--- src/rtl/decoded_instr_queue.sv ---
// Decoded-instruction queue between the ID stage and the issue stage.
// Small first-word-fall-through FIFO with a limit on in-flight
// (accepted but unresolved) control-flow instructions.

package decoded_instr_queue_pkg;

  typedef struct packed {
    logic [31:0] pc;
    logic [7:0]  op;
    logic [4:0]  rd;
    logic [4:0]  rs1;
    logic [4:0]  rs2;
  } scoreboard_entry_t;

endpackage

module decoded_instr_queue
  import decoded_instr_queue_pkg::*;
#(
  parameter int DEPTH  = 4,
  parameter int MAX_CF = 2,
  localparam int PTR_W = $clog2(DEPTH),
  localparam int CNT_W = $clog2(DEPTH + 1),
  localparam int CF_W  = $clog2(MAX_CF + 1)
) (
  input  logic              clk_i,
  input  logic              rst_ni,
  input  logic              flush_i,
  input  scoreboard_entry_t decoded_instr_i,
  input  logic              is_control_flow_instr_i,
  input  logic              decoded_valid_i,
  output logic              decoded_ack_o,
  output scoreboard_entry_t issue_instr_o,
  output logic              issue_is_cf_o,
  output logic              issue_valid_o,
  input  logic              issue_ack_i,
  input  logic              cf_resolved_i,
  output logic [CNT_W-1:0]  count_o,
  output logic [CF_W-1:0]   cf_pending_o
);

  localparam logic [CNT_W-1:0] FULL_CNT = CNT_W'(DEPTH);
  localparam logic [CF_W-1:0]  CF_LIMIT = CF_W'(MAX_CF);

  scoreboard_entry_t mem_q    [DEPTH];
  logic              mem_cf_q [DEPTH];

  logic [PTR_W-1:0] rd_ptr_q, wr_ptr_q;
  logic [CNT_W-1:0] count_q;
  logic [CF_W-1:0]  cf_pending_q;

  logic             push, pop;
  logic             cf_push, cf_res;
  logic [PTR_W-1:0] head_idx;

  // Handshake and pointer-advance decisions; flush kills both sides at once.
  always_comb begin
    decoded_ack_o = !flush_i && (count_q != FULL_CNT) &&
                    !(is_control_flow_instr_i && (cf_pending_q == CF_LIMIT));
    issue_valid_o = (count_q != '0) && !flush_i;
    push          = decoded_valid_i && decoded_ack_o;
    pop           = issue_valid_o && issue_ack_i;
    cf_push       = push && is_control_flow_instr_i;
    // Resolution with nothing outstanding saturates at zero.
    cf_res        = cf_resolved_i && !flush_i && (cf_pending_q != '0);
  end

  // Head selection: when empty, keep showing the slot that was read last so
  // the outputs do not change just because the queue drained.
  always_comb begin
    head_idx      = (count_q == '0) ? (rd_ptr_q - PTR_W'(1)) : rd_ptr_q;
    issue_instr_o = mem_q[head_idx];
    issue_is_cf_o = mem_cf_q[head_idx];
  end

  // Storage writes at the write pointer; cleared on reset only.
  always_ff @(posedge clk_i or negedge rst_ni) begin
    if (!rst_ni) begin
      for (int i = 0; i < DEPTH; i++) begin
        mem_q[i]    <= '0;
        mem_cf_q[i] <= 1'b0;
      end
    end else if (push) begin
      mem_q[wr_ptr_q]    <= decoded_instr_i;
      mem_cf_q[wr_ptr_q] <= is_control_flow_instr_i;
    end
  end

  // Pointers and occupancy; pointers wrap naturally since DEPTH is a power of 2.
  always_ff @(posedge clk_i or negedge rst_ni) begin
    if (!rst_ni) begin
      rd_ptr_q <= '0;
      wr_ptr_q <= '0;
      count_q  <= '0;
    end else if (flush_i) begin
      rd_ptr_q <= '0;
      wr_ptr_q <= '0;
      count_q  <= '0;
    end else begin
      if (push) wr_ptr_q <= wr_ptr_q + PTR_W'(1);
      if (pop)  rd_ptr_q <= rd_ptr_q + PTR_W'(1);
      case ({push, pop})
        2'b10:   count_q <= count_q + CNT_W'(1);
        2'b01:   count_q <= count_q - CNT_W'(1);
        default: count_q <= count_q;
      endcase
    end
  end

  // Outstanding control-flow count; includes entries already handed to issue.
  always_ff @(posedge clk_i or negedge rst_ni) begin
    if (!rst_ni) begin
      cf_pending_q <= '0;
    end else if (flush_i) begin
      cf_pending_q <= '0;
    end else begin
      case ({cf_push, cf_res})
        2'b10:   cf_pending_q <= cf_pending_q + CF_W'(1);
        2'b01:   cf_pending_q <= cf_pending_q - CF_W'(1);
        default: cf_pending_q <= cf_pending_q;
      endcase
    end
  end

  assign count_o      = count_q;
  assign cf_pending_o = cf_pending_q;

  // A resolution with no outstanding control-flow instruction means the
  // branch unit and this queue disagree about what is in flight.
  cf_underflow_chk : assert property (
    @(posedge clk_i) disable iff (!rst_ni)
    !(cf_resolved_i && !flush_i && (cf_pending_q == '0))
  );

endmodule

--- config.mk ---
export PLATFORM = sky130hd
export DESIGN_NAME = decoded_instr_queue
export DESIGN_NICKNAME = d
export VERILOG_FILES = /design/src/rtl/decoded_instr_queue.sv
export SDC_FILE = /design/constraint.sdc
export NUM_CORES = 1
export LEC_CHECK = 0
export CORE_UTILIZATION = 45
export DETAILED_ROUTE_END_ITERATION = 10
export PLACE_DENSITY = 0.73
export REMOVE_ABC_BUFFERS = 1
export SYNTH_ARGS = -nofsm -noshare
export SYNTH_HDL_FRONTEND = slang
export SYNTH_SLANG_ARGS = --single-unit
--- constraint.sdc ---
create_clock -name clk_i -period 2.6 [get_ports clk_i]
set_clock_uncertainty 0.15 [all_clocks]
set_input_delay 0.52 -clock clk_i [delete_from_list [all_inputs] [get_ports clk_i]]
set_output_delay 0.52 -clock clk_i [all_outputs]
set_load 0.01 [all_outputs]
==> results.ini, run 1 <==
[grt]
track_usage_pct=21.7
antenna_found_initial=0
grt_pass1_vias=8939
grt_max_degree=68
grt_remaining_overflow=0
grt_pass1_wl_microns=48500

[layout]
area_growth_pct=31.3
final_common_cell=dfrtp_1
layout.nets=1150
layout-drive-gt1-share_pct=51.3
finish.utilization_pct=60.1
final_cells=1444
insertedDiodeCount=0
fillers=2068
final_cell_mix=231 x dfrtp_1, 210 x mux2_2, 114 x mux2i_1

[worst_setup_path]
reg2reg_to=count_o[2]
required_ns=1.93
startpoint=count_o[1]
crit_path_end=issue_instr_o[46]
reg2regPathDepth=9
worstSetupPathType=reg -> out
arrival_ns=2.56
cp-start-kind=flop
critPathMaxFanout=6
endpoint_kind=output port
r2r_slack_ns=0.01
r2r-start=count_o[2]

[power]
power.density_nw_per_um2=971
totalPowerFinal_mw=15.7
ir_drop_uv=513
leakage_nw=7.62

[cts]
cts_tree=built
clk_path_buf_depth=3
clk_root_buffer_cell=clkbuf_16
cts_max_level=1
clk_pin_slew_ns=0.06
insertion_delay_ns=0.54
clock_sinks=233
numCtsBuffers=27

[timing]
period_minus_slack_ns=3.23
grt_setup_unrepaired=true
slew_headroom_pct=60.9
setup_slack_ns=-0.631
slew_violations=0
tightest_slew_ns=0.585
fin_crit_sh_pct=124
max_freq_mhz=310
setup_viol_count_final=56
setup_tns_ns=-30.30
finalHoldViolCount=0

[synth]
synth-compound-area-share_pct=4.38
synth_cell_types=40
synth_ff_type=dfrtp_1
yosysTopAreaCellShare_pct=47.4
syn-instance-count=869
synth-edff-count=0
synth_area_sq_um=12300
syn_avg_cell_area_sq_um=14.2
synth_adder_area_share_pct=0.569
synth_top_family_by_area=multiplexers
yosysTopAreaCell=dfrtp_1
synth_area_leaders=dfrtp_1 47%, mux2_2 19%, mux4_2 10%
ys_ff_latch=233
ys_seq_area_share_pct=47.4
yosys_warnings=0
synth-simple-area-share_pct=3.58
synth_xor_area_share_pct=0.427
async_flop_share_pct=100
synthMuxAreaShare_pct=40.0

[detailed_routing]
vias=8429
drtAntennaViolNets=0
drt_first_pass_iters=4
drt_iter0_markers=532
drc=0
vias_per_cell=5.84
finalWirelength_microns=30400
wire_per_inst_microns=21.0

[min_path]
hp-start=mem_q[113]
whs_path_depth=1
hold_class=reg -> reg

[place]
io_buffers=124
place_inst=1350
dp_hpwl_microns=18300
gp_congestion=0.773

[floorplan]
initial_utilization_pct=45.8
coreArea_sq_um=26900
ios=125
die_h_microns=167
die_x_microns=167
design.die.area_sq_um=28000
rows=60

[run_status]
outcome=finished with violations
violations=negative setup slack

[job]
cap_violations=0

==> through the flow <==
step	setup slack, ns	hold slack [ns]	instance area, sq um
2_1_floorplan	-10.06	0.0744	11900
3_3_place_gp	-0.445	0.345	14500
3_5_place_dp	-0.431	0.355	14500
4_1_cts	-0.715	0.368	15900
5_1_grt	-0.732	0.391	16200
6_report	-0.631	0.363	16200
==> power by group <==
part	internal, mW	switching (mW)
sequential	4.58	0.710
combinational	3.92	2.77
clock	2.23	1.49
total	10.7	4.97
==> state kept, by name, indices dropped and copies added (netlist names) <==
register,flops
wr_ptr_q,2
mem_cf_q,4
mem_q,220
rd_ptr_q,2
cf_pending_o,2
count_o,3
==> worst min-delay path by stage <==
stage / endpoint / slack [ns]
after floorplan: cf_pending_o[0] / 0.07
after global placement: mem_q[117] / 0.34
after detailed placement: mem_q[113] / 0.35
after CTS: mem_q[113] / 0.37
after global routing: mem_q[113] / 0.39
final: mem_q[113] / 0.36
==> Yosys cell counts (5+ instances only) <==
master,count
dfrtp_1,233
mux2_2,210
mux2i_1,114
nor2_1,70
a221oi_1,56
mux4_2,56
clkbuf_1,21
buf_2,17
buf_6,16
mux2_1,14
buf_4,10
xnor2_1,5
==> cells by family after synthesis <==
kind of cell	Yosys count
adders and majority gates	5
xor gates and xnor gates	6
buffers and inverters	72
AOI/OAI and AO/OA	63
and+or+nand+nor	96
muxes	394
DFF	233
==> layer usage <==
metal  vias up  part of all wire [%]  global-route usage (%)
met3        36                   4.7                    3.71
met2       207                    50                    37.2
met1      4432                    44                    28.5
met4         0                   1.8                    5.23
met5         -                     0                       0
li1       3754                     -                       -
==> repair_timing <==
action | CTS | global route
hold endpoints to repair | 62 | 0
cloned | 5 | 1
pin swaps | 26 | 23
setup buffers | 37 | 15
hold buffers | 1 | 0
setup endpoints to repair | 59 | 59
gates resized for setup | 292 | 59
==> layout make-up <==
type	count	area [sq um]	share of cell area, %
clock buffers	41	808	5.00
clock inverters	8	68.8	0.426
inverters	4	15.0	0.0929
multi-input cells	564	6370	39.4
flip-flops and latches	233	5830	36.1
well taps	341	427	2.64
repair buffers	253	2640	16.4
==> worst max-delay path, cell delays in order (launching register included) <==
cell and delay, ns:
dfrtp_1 0.41, nor3_4 0.23, buf_6 0.20, buf_12 0.13
buf_12 0.12, buf_12 0.12, mux4_2 0.50, nor2_2 0.12
a221oi_2 0.05, buf_2 0.15
(Power assumes the default switching activity.)
==> inputs of run 2 (changes only) <==
--- a/config.mk
+++ b/config.mk
@@ -5,9 +5,12 @@
 export SDC_FILE = /design/constraint.sdc
 export NUM_CORES = 1
 export LEC_CHECK = 0
+export CELL_PAD_IN_SITES_DETAIL_PLACEMENT = 0
+export CELL_PAD_IN_SITES_GLOBAL_PLACEMENT = 1
 export CORE_UTILIZATION = 45
+export CTS_BUF_LIST = sky130_fd_sc_hd__clkbuf_8
 export DETAILED_ROUTE_END_ITERATION = 10
-export PLACE_DENSITY = 0.73
+export PLACE_DENSITY = 0.84
 export REMOVE_ABC_BUFFERS = 1
 export SYNTH_ARGS = -nofsm -noshare
 export SYNTH_HDL_FRONTEND = slang
==> results.ini, run 2 (synthesized netlist as in run 1, its figures left out) <==
[run_status]
outcome=finished with violations
violations=negative setup slack

[floorplan]
die_h_microns=167
ios=125
design.die.area_sq_um=28000
initial_utilization_pct=45.8
coreArea_sq_um=26900
die_x_microns=167
rows=60

[timing]
setup_slack_ns=-0.650
setup_tns_ns=-31.00
finalHoldViolCount=0
slew_headroom_pct=23.8
slew_violations=0
setup_viol_count_final=56
tightest_slew_ns=1.14
fin_crit_sh_pct=125
grt_setup_unrepaired=true
max_freq_mhz=308
period_minus_slack_ns=3.25

[worst_setup_path]
startpoint=count_o[1]
required_ns=1.93
cp-start-kind=flop
critPathMaxFanout=7
r2r_slack_ns=0.09
endpoint_kind=output port
r2r-start=count_o[2]
worstSetupPathType=reg -> out
arrival_ns=2.58

[layout]
stdcell_area_sq_um=16200
layout-drive-gt1-share_pct=52.8
fillers=2086
area_growth_pct=31.7
finish.utilization_pct=60.3
final_cell_mix=231 x dfrtp_1, 210 x mux2_2, 112 x mux2i_1
layout.nets=1197
regMostFlops=mem_q
final_common_cell=dfrtp_1
largest_reg_flops=220

[detailed_routing]
drtAntennaViolNets=0
finalWirelength_microns=30400
vias_per_cell=5.74
drc=0
vias=8605
drt_iter0_markers=354
wire_per_inst_microns=20.3
drt_first_pass_iters=6

[cts]
clk_root_buffer_cell=clkbuf_8
cts_tree=built
cts_max_level=2
clk_path_buf_depth=3
numCtsBuffers=41
insertion_delay_ns=0.53
clk_pin_slew_ns=0.06
clock_sinks=233

[place]
pre_cts_ws_ns=-0.436
placed_cell_area_sq_um=14700
io_buffers=124
dp_hpwl_microns=18500
gp_congestion=0.762

[grt]
antenna_found_initial=3
track_usage_pct=22.3
grt_max_degree=79
grt_pass1_vias=9079
grt_remaining_overflow=0
grt_pass1_wl_microns=49700

[min_path]
hold_class=reg -> reg
hp-start=mem_q[68]

[power]
leakage_nw=7.81
ir_drop_uv=417
power.density_nw_per_um2=941

[job]
cap_violations=0

run 2: cell types whose count changed in the layout (fill, tap and decap cells not counted), sizes merged:
| cell | previous run | this run |
|---|---|---|
| buf | 179 | 218 |
| clkinvlp | 0 | 1 |
| clkdlybuf4s15 | 4 | 0 |
| dlygate4sd2 | 2 | 0 |
| clkinv | 6 | 2 |
| clkbuf | 42 | 47 |
| nor2 | 70 | 71 |
| diode | 0 | 1 |
| inv | 5 | 22 |
run 2: worst paths after layout:
path,endpoint,cells past startpoint
min in group asynchronous,mem_q[178],2
max in group asynchronous,mem_q[74],3
worst min-delay path,mem_q[68],1
worst min register to register,mem_q[68],1
worst max register to register,count_o[2],8
worst max-delay path,issue_instr_o[38],9
run 2: report_power, final:
part	leakage (nW)	internal, mW	switching, mW
Sequential	2.98	4.58	0.695
Clock	0.456	1.73	1.43
Combinational	4.37	4.04	2.78
Total	7.81	10.3	4.90
run 2: area by class of cell:
class                           count  area (sq um)  area share, %
Multi-Input combinational cell    565          6370           39.3
Sequential cell                   233          5830           36.0
Timing Repair Buffer              285          2800           17.3
Clock buffer                       47           647           3.99
Tap cell                          341           427           2.63
Clock inverter                     22           115          0.710
Inverter                            4          15.0         0.0926
Antenna cell                        1          2.50         0.0154
run 2: layer usage:
| metal | GRT usage (%) | wire length, microns | up-vias |
|---|---|---|---|
| met5 | 0 | 13 | - |
| met4 | 4.95 | 463 | 2 |
| met3 | 4.09 | 1300 | 45 |
| met2 | 37.9 | 15100 | 178 |
| met1 | 29.8 | 13500 | 4511 |
| li1 | - | - | 3869 |
run 2: what timing repair did:
action,in CTS,in global routing
pin swaps,15,21
setup buffers,49,20
cloned,7,0
hold buffers,1,0
endpoints found under the setup margin,59,58
hold endpoints to repair,70,0
gates resized for setup,326,33
run 2: worst max-delay path, cell delays in order, from the launching register on:
cell and delay [ns]:
dfrtp_1 0.40, nor3_4 0.25, buf_6 0.16, buf_12 0.12, buf_16 0.12, buf_12 0.12, mux4_2 0.53, nor2_4 0.13
a221oi_2 0.05, buf_2 0.15
run 2: through the flow:
step | std cells | hold slack, ns | power [mW]
4_1_cts | 1485 | 0.370 | 15.2
5_1_grt | 1497 | 0.387 | 16.1
3_5_place_dp | 1366 | 0.358 | 11.2
3_3_place_gp | 1366 | 0.347 | 11.0
2_1_floorplan | 801 | 0.0744 | 8.13
6_report | 1498 | 0.366 | 15.2
